===== src/rtl/seq_detector_param.sv =====
// -----------------------------------------------------------------------------
// seq_detector_param
//   Serial bit-pattern detector with a run-time loadable pattern. The state y is
//   the length of the longest pattern prefix that ends the accepted bit stream
//   (KMP-style), derived combinationally from the pattern register, y and x1.
//   Bits are accepted only when in_valid is high. Matches are counted in a
//   saturating counter.
//
// Parameters
//   PAT_W   : pattern length (2..16); pattern_in[PAT_W-1] is the first bit.
//   OVERLAP : 1 = a match continues from the pattern border, 0 = from empty.
//   MEALY   : 0 = registered z, 1 = combinational z.
//   CNT_W   : width of match_count.
//   Y_W     : width of y.
//
// Ports
//   clk         : clock, all state updates on posedge
//   reset       : synchronous active-high reset (highest priority)
//   x1          : serial data bit
//   in_valid    : qualifies x1; no state change when low
//   load        : load pattern_in and restart detection
//   pattern_in  : new pattern
//   y           : matched prefix length, 0..PAT_W-1
//   z           : match indication
//   match_count : saturating number of matches since reset
// -----------------------------------------------------------------------------
module seq_detector_param #(
  parameter int PAT_W   = 4,
  parameter int OVERLAP = 1,
  parameter int MEALY   = 0,
  parameter int CNT_W   = 8,
  parameter int Y_W     = $clog2(PAT_W)
) (
  input  logic             clk,
  input  logic             reset,
  input  logic             x1,
  input  logic             in_valid,
  input  logic             load,
  input  logic [PAT_W-1:0] pattern_in,
  output logic [Y_W-1:0]   y,
  output logic             z,
  output logic [CNT_W-1:0] match_count
);

  // One extra bit so the k prefix bits plus the new bit always fit.
  localparam int V_W = PAT_W + 1;

  // Longest j <= k+1 such that the first j pattern bits equal the last j bits
  // of (the k matched prefix bits followed by b). Prefixes are read from the
  // top of the pattern by shifting right; the candidate string is built with
  // the newest bit at the LSB so "last j bits" is a simple mask.
  function automatic int step_len(input logic [PAT_W-1:0] pat,
                                  input logic [Y_W-1:0]   k,
                                  input logic             b);
    logic [V_W-1:0] pv;
    logic [V_W-1:0] rcv;
    logic [V_W-1:0] mask;
    int             kk;
    int             best;
    pv   = {1'b0, pat};
    kk   = int'(k);
    rcv  = ((pv >> (PAT_W - kk)) << 1) | V_W'(b);
    best = 0;
    for (int j = 1; j <= PAT_W; j++) begin
      mask = (V_W'(1) << j) - V_W'(1);
      if ((j <= kk + 1) && ((rcv & mask) == (pv >> (PAT_W - j))))
        best = j;
    end
    return best;
  endfunction

  // Longest proper prefix of the pattern that is also a suffix of it.
  function automatic int border_len(input logic [PAT_W-1:0] pat);
    logic [V_W-1:0] pv;
    logic [V_W-1:0] mask;
    int             best;
    pv   = {1'b0, pat};
    best = 0;
    for (int j = 1; j < PAT_W; j++) begin
      mask = (V_W'(1) << j) - V_W'(1);
      if ((pv & mask) == (pv >> (PAT_W - j)))
        best = j;
    end
    return best;
  endfunction

  function automatic logic [CNT_W-1:0] sat_inc(input logic [CNT_W-1:0] c);
    return (&c) ? c : c + CNT_W'(1);
  endfunction

  logic [PAT_W-1:0] pat_q, pat_d;
  logic [Y_W-1:0]   y_q, y_d;
  logic [CNT_W-1:0] cnt_q, cnt_d;
  logic             match;
  int               k_nxt;

  always_comb begin
    pat_d = pat_q;
    y_d   = y_q;
    cnt_d = cnt_q;
    match = 1'b0;
    k_nxt = step_len(pat_q, y_q, x1);
    if (reset) begin
      // Register update handled in the sequential block; only gate the match.
      match = 1'b0;
    end else if (load) begin
      pat_d = pattern_in;
      y_d   = '0;
    end else if (in_valid) begin
      if (k_nxt == PAT_W) begin
        match = 1'b1;
        cnt_d = sat_inc(cnt_q);
        y_d   = (OVERLAP != 0) ? Y_W'(border_len(pat_q)) : '0;
      end else begin
        y_d   = Y_W'(k_nxt);
      end
    end
  end

  always_ff @(posedge clk) begin
    if (reset) begin
      pat_q <= '0;
      y_q   <= '0;
      cnt_q <= '0;
    end else begin
      pat_q <= pat_d;
      y_q   <= y_d;
      cnt_q <= cnt_d;
    end
  end

  generate
    if (MEALY != 0) begin : g_mealy
      assign z = match;
    end else begin : g_moore
      logic z_q;
      always_ff @(posedge clk) begin
        if (reset) z_q <= 1'b0;
        else       z_q <= match;
      end
      assign z = z_q;
    end
  endgenerate

  assign y           = y_q;
  assign match_count = cnt_q;

endmodule


===== config.mk =====
export PLATFORM = sky130hd
export DESIGN_NAME = seq_detector_param
export DESIGN_NICKNAME = d
export VERILOG_FILES = /design/src/rtl/seq_detector_param.sv
export SDC_FILE = /design/constraint.sdc
export NUM_CORES = 1
export LEC_CHECK = 0
export CORE_UTILIZATION = 40
export DETAILED_ROUTE_END_ITERATION = 8
export PLACE_DENSITY = 0.72
export REMOVE_ABC_BUFFERS = 1
export SLEW_MARGIN = 20
export SYNTH_ARGS = -nofsm -noshare
export SYNTH_HDL_FRONTEND = slang
export SYNTH_SLANG_ARGS = --single-unit
export TNS_END_PERCENT = 5

===== constraint.sdc =====
create_clock -name clk -period 4.17 [get_ports clk]
set_input_delay 1.0425 -clock clk [delete_from_list [all_inputs] [get_ports clk]]
set_output_delay 1.0425 -clock clk [all_outputs]
set_load 0.02 [all_outputs]

==> impl_metrics.toml <==
[min_path]
min-delay-start = "match_count[1]$_SDFFE_PP0P_"
hold_path.class = "flip-flop to flip-flop"
whs_path_depth = 2
hold_path_end = "match_count[1]$_SDFFE_PP0P_"

[timing]
layout_worst_path_cycle_share_pct = 67.4
max-slew-margin-rel_pct = 59.2
period_minus_slack_ns = 2.81
grt_setup_unrepaired = "false"
number_of_hold_violations_in_the_final_report = 0
setup_viol = 0
fin_setup_tns_ns = 0
fmax_mhz = 356
timing_worst_slew_pin_value_ns = 0.608
skew_ns = 0.00660
final-max-slew-violation-count = 0

[global_route]
first_pass_grt_wire_length_mm = 3.92
overflow = 0
grt_util_all_layers_pct = 15.8
first_global_vias = 889
number_of_antenna_violations_at_the_first_check_in_global_routing = 0
grt_start_max_net_pins = 16

[setup_path]
r2r_end = "y[0]$_SDFFE_PP0P_"
worstPathMaxFanout = 11
critPathCaptureType = "flip-flop"
slowest_delay_ns = 0.59
crit-reg2reg-launch = "y[0]$_SDFFE_PP0P_"
critical_path.startpoint_type = "flip-flop"
critPathKind = "flip-flop to flip-flop"
cp_data_arrival_time_ns = 3.03
r2r_cells = 8
cp_data_required_time_ns = 4.39
crit_slowest_cell = "sky130_fd_sc_hd__dfxtp_1"
regToRegSetupSlack_ns = 1.36
ordered_list_of_cells_on_the_worst_path = "inv_1 > ha_1 > mux4_2 > nand2b_1 > xor2_1 > nand3_1 > and3_1 > a21oi_1"

[detailed_routing]
post_drt_via_cell_ratio = 5.56
drc = 0
routedWlPerCell_um = 13.4
post_route_antenna_net_violation_count = 0
drt_wl_total_mm = 2.31
drt_first_pass_iters = 4
drt_iter0_markers = 21
route.vias.total = 962

[finish]
finalNetCount = 158
layout-drive-gt1-share_pct = 8.45
insertedDiodeCount = 0
layout-area-overhead-vs-synth_pct = 17.9

[placed_design]
buffer_ports.inserted = 19
gp_congestion = 0.818
hpwl_mm = 1.72

[power]
max-vdd-ir-drop_mv = 0.203
leakagePower_nw = 0.498
power_density_nw_per_um2 = 221
total_power_uw = 301

[die]
core_area_sq_um = 2730
die-width_um = 55.7
fp.dieArea_sq_um = 3100
design.portCount = 20
die_height_um = 55.7
std_cell_rows = 19
initial_core_util_pct = 42.2

[logic_synthesis]
synth_area_sq_um = 1150
netlist_instances = 128
synth_seq_area_share_pct = 26.0
syn-mean-instance-area_sq_um = 9.01
synth-warning-count = 0
ys_ff_latch = 15
netlist-cell-type-count = 44

[cts]
clk-insertion-delay-late_ns = 0.29
tritoncts_clock_tree = "done"
post_cts_resize_count = 0
holdBufCountCts = 0
cts_setup_buffers = 0
cts_inserted_buffers = 3
number_of_buffers_between_clock_root_and_the_deepest_sink = 2
cts.clk_slew.worst_paths_ns = 0.09
root_buffer_cell = "sky130_fd_sc_hd__clkbuf_4"
cts_sinks = 15
htreeDepth = 1

[flow_run]
drv.max_cap_violation_count = 0

[outcome]
outcome = "completed"
-- layout make-up --
| type | count | area [sq um] |
|---|---|---|
| tap | 31 | 38.8 |
| multi-input combinational | 100 | 790 |
| timing repair buffer | 19 | 190 |
| fill | 254 | 1370 |
| sequential | 15 | 300 |
| inverter | 4 | 15.0 |
| clock buffer | 4 | 26.3 |
-- cell usage in the layout (no fill, tap or decap), types with 2 or more instances in the layout --
cell type                         netlist  layout
sky130_fd_sc_hd__nand2b_1               2       2
sky130_fd_sc_hd__and3_1                 2       2
sky130_fd_sc_hd__nor4_2                 2       2
sky130_fd_sc_hd__and3b_1                2       2
sky130_fd_sc_hd__inv_1                  4       4
sky130_fd_sc_hd__xnor2_1                7       7
sky130_fd_sc_hd__xor2_1                 6       6
sky130_fd_sc_hd__clkbuf_4               0       3
sky130_fd_sc_hd__mux2i_1                7       7
sky130_fd_sc_hd__nand3_1                5       5
sky130_fd_sc_hd__nand4_1                2       2
sky130_fd_sc_hd__o31ai_1                2       2
sky130_fd_sc_hd__nor2_1                18      18
sky130_fd_sc_hd__o21ai_1                2       2
sky130_fd_sc_hd__nand2_1                3       3
sky130_fd_sc_hd__clkdlybuf4s50_1        0      19
sky130_fd_sc_hd__o31ai_4                2       2
sky130_fd_sc_hd__o221ai_1               2       2
sky130_fd_sc_hd__a21oi_1                6       6
sky130_fd_sc_hd__ha_1                   6       6
sky130_fd_sc_hd__dfxtp_1               15      15
sky130_fd_sc_hd__o21ai_0                3       3
sky130_fd_sc_hd__nand3_4                2       2
sky130_fd_sc_hd__nor2b_1                2       2
-- registers in the layout, summed over array words and instances, names as in the netlist --
name         count
match_count      8
pat_q            4
y                2
z                1
-- critical path: cells and delay by family (launching register included) --
kind	cells	cell delay, ns
muxes	1	0.56
xor gates and xnor gates	1	0.15
and+or+nand+nor	3	0.45
adders and majority gates	1	0.55
AOI/OAI and AO/OA	1	0.15
DFF	1	0.59
buffers and inverters	1	0.28
-- how the worst max path moves through the flow --
stage / end / startpoint / depth (start not counted) / slack (ns)
after global routing: y[0]$_SDFFE_PP0P_ / y[0]$_SDFFE_PP0P_ / 8 / 1.14
final: y[0]$_SDFFE_PP0P_ / y[0]$_SDFFE_PP0P_ / 8 / 1.36
after detailed placement: match_count[7]$_SDFFE_PP0P_ / load / 7 / 1.24
after CTS: y[0]$_SDFFE_PP0P_ / y[0]$_SDFFE_PP0P_ / 8 / 1.38
after global placement: match_count[7]$_SDFFE_PP0P_ / load / 7 / 1.24
after floorplan: match_count[5]$_SDFFE_PP0P_ / y[0]$_SDFFE_PP0P_ / 8 / 1.56
-- synth_stat cells, drive strengths merged --
master	count	area, sq um
nor2	18	67.6
dfxtp	15	300
mux2i	7	70.1
nand3	7	60.1
xnor2	7	61.3
a21oi	6	30.0
ha	6	75.1
xor2	6	52.6
clkbuf	5	20.0
o21ai	5	25.0
buf	4	28.8
inv	4	15.0
nor4	4	52.6
o31ai	4	57.6
nand2	3	11.3
and3	2	12.5
and3b	2	17.5
nand2b	2	12.5
nand4	2	12.5
nor2b	2	12.5
nor3	2	21.3
o221ai	2	17.5
a22o	1	8.76
a311oi	1	8.76
a31o	1	8.76
and2	1	6.26
mux4	1	22.5
nor3b	1	7.51
nor4b	1	8.76
o211a	1	10.0
o21ba	1	10.0
o311ai	1	8.76
or2	1	6.26
or3	1	6.26
or4	1	7.51
-- logic make-up after synthesis --
kind of cell | count (synthesis) | synth area share, %
xor gates and xnor gates | 13 | 9.87
AOI/OAI and AO/OA | 23 | 16.1
DFF | 15 | 26.0
and+or+nand+nor | 50 | 28.0
muxes | 8 | 8.03
adders and majority gates | 6 | 6.51
buffers and inverters | 13 | 5.53
-- per-stage QoR --
| step | hold slack (ns) | worst slack (ns) | area [sq um] | util (%) | std cells |
|---|---|---|---|---|---|
| finish | 0.561 | 1.36 | 1360 | 49.7 | 173 |
| global route | 0.611 | 1.14 | 1360 | 49.7 | 173 |
| CTS | 0.564 | 1.38 | 1360 | 49.7 | 173 |
| detailed placement | 0.547 | 1.24 | 1330 | 48.8 | 169 |
| global placement | 0.540 | 1.24 | 1330 | 48.8 | 169 |
| floorplan | 0.561 | 1.56 | 1100 | - | 119 |
-- layer usage --
layer / track usage (%) / part of all wire, % / wire, um
met4: 4.29 / 1.1 / 26
met2: 27.0 / 48 / 1110
met3: 4.19 / 3.3 / 77
met1: 19.7 / 48 / 1100
met5: 0 / 0 / 0
-- where the power goes --
group          switching (mW)  internal [mW]
combinational          0.0316         0.0288
sequential             0.0104          0.146
clock                  0.0466         0.0372
No activity file was read; power rests on OpenSTA's default activity.
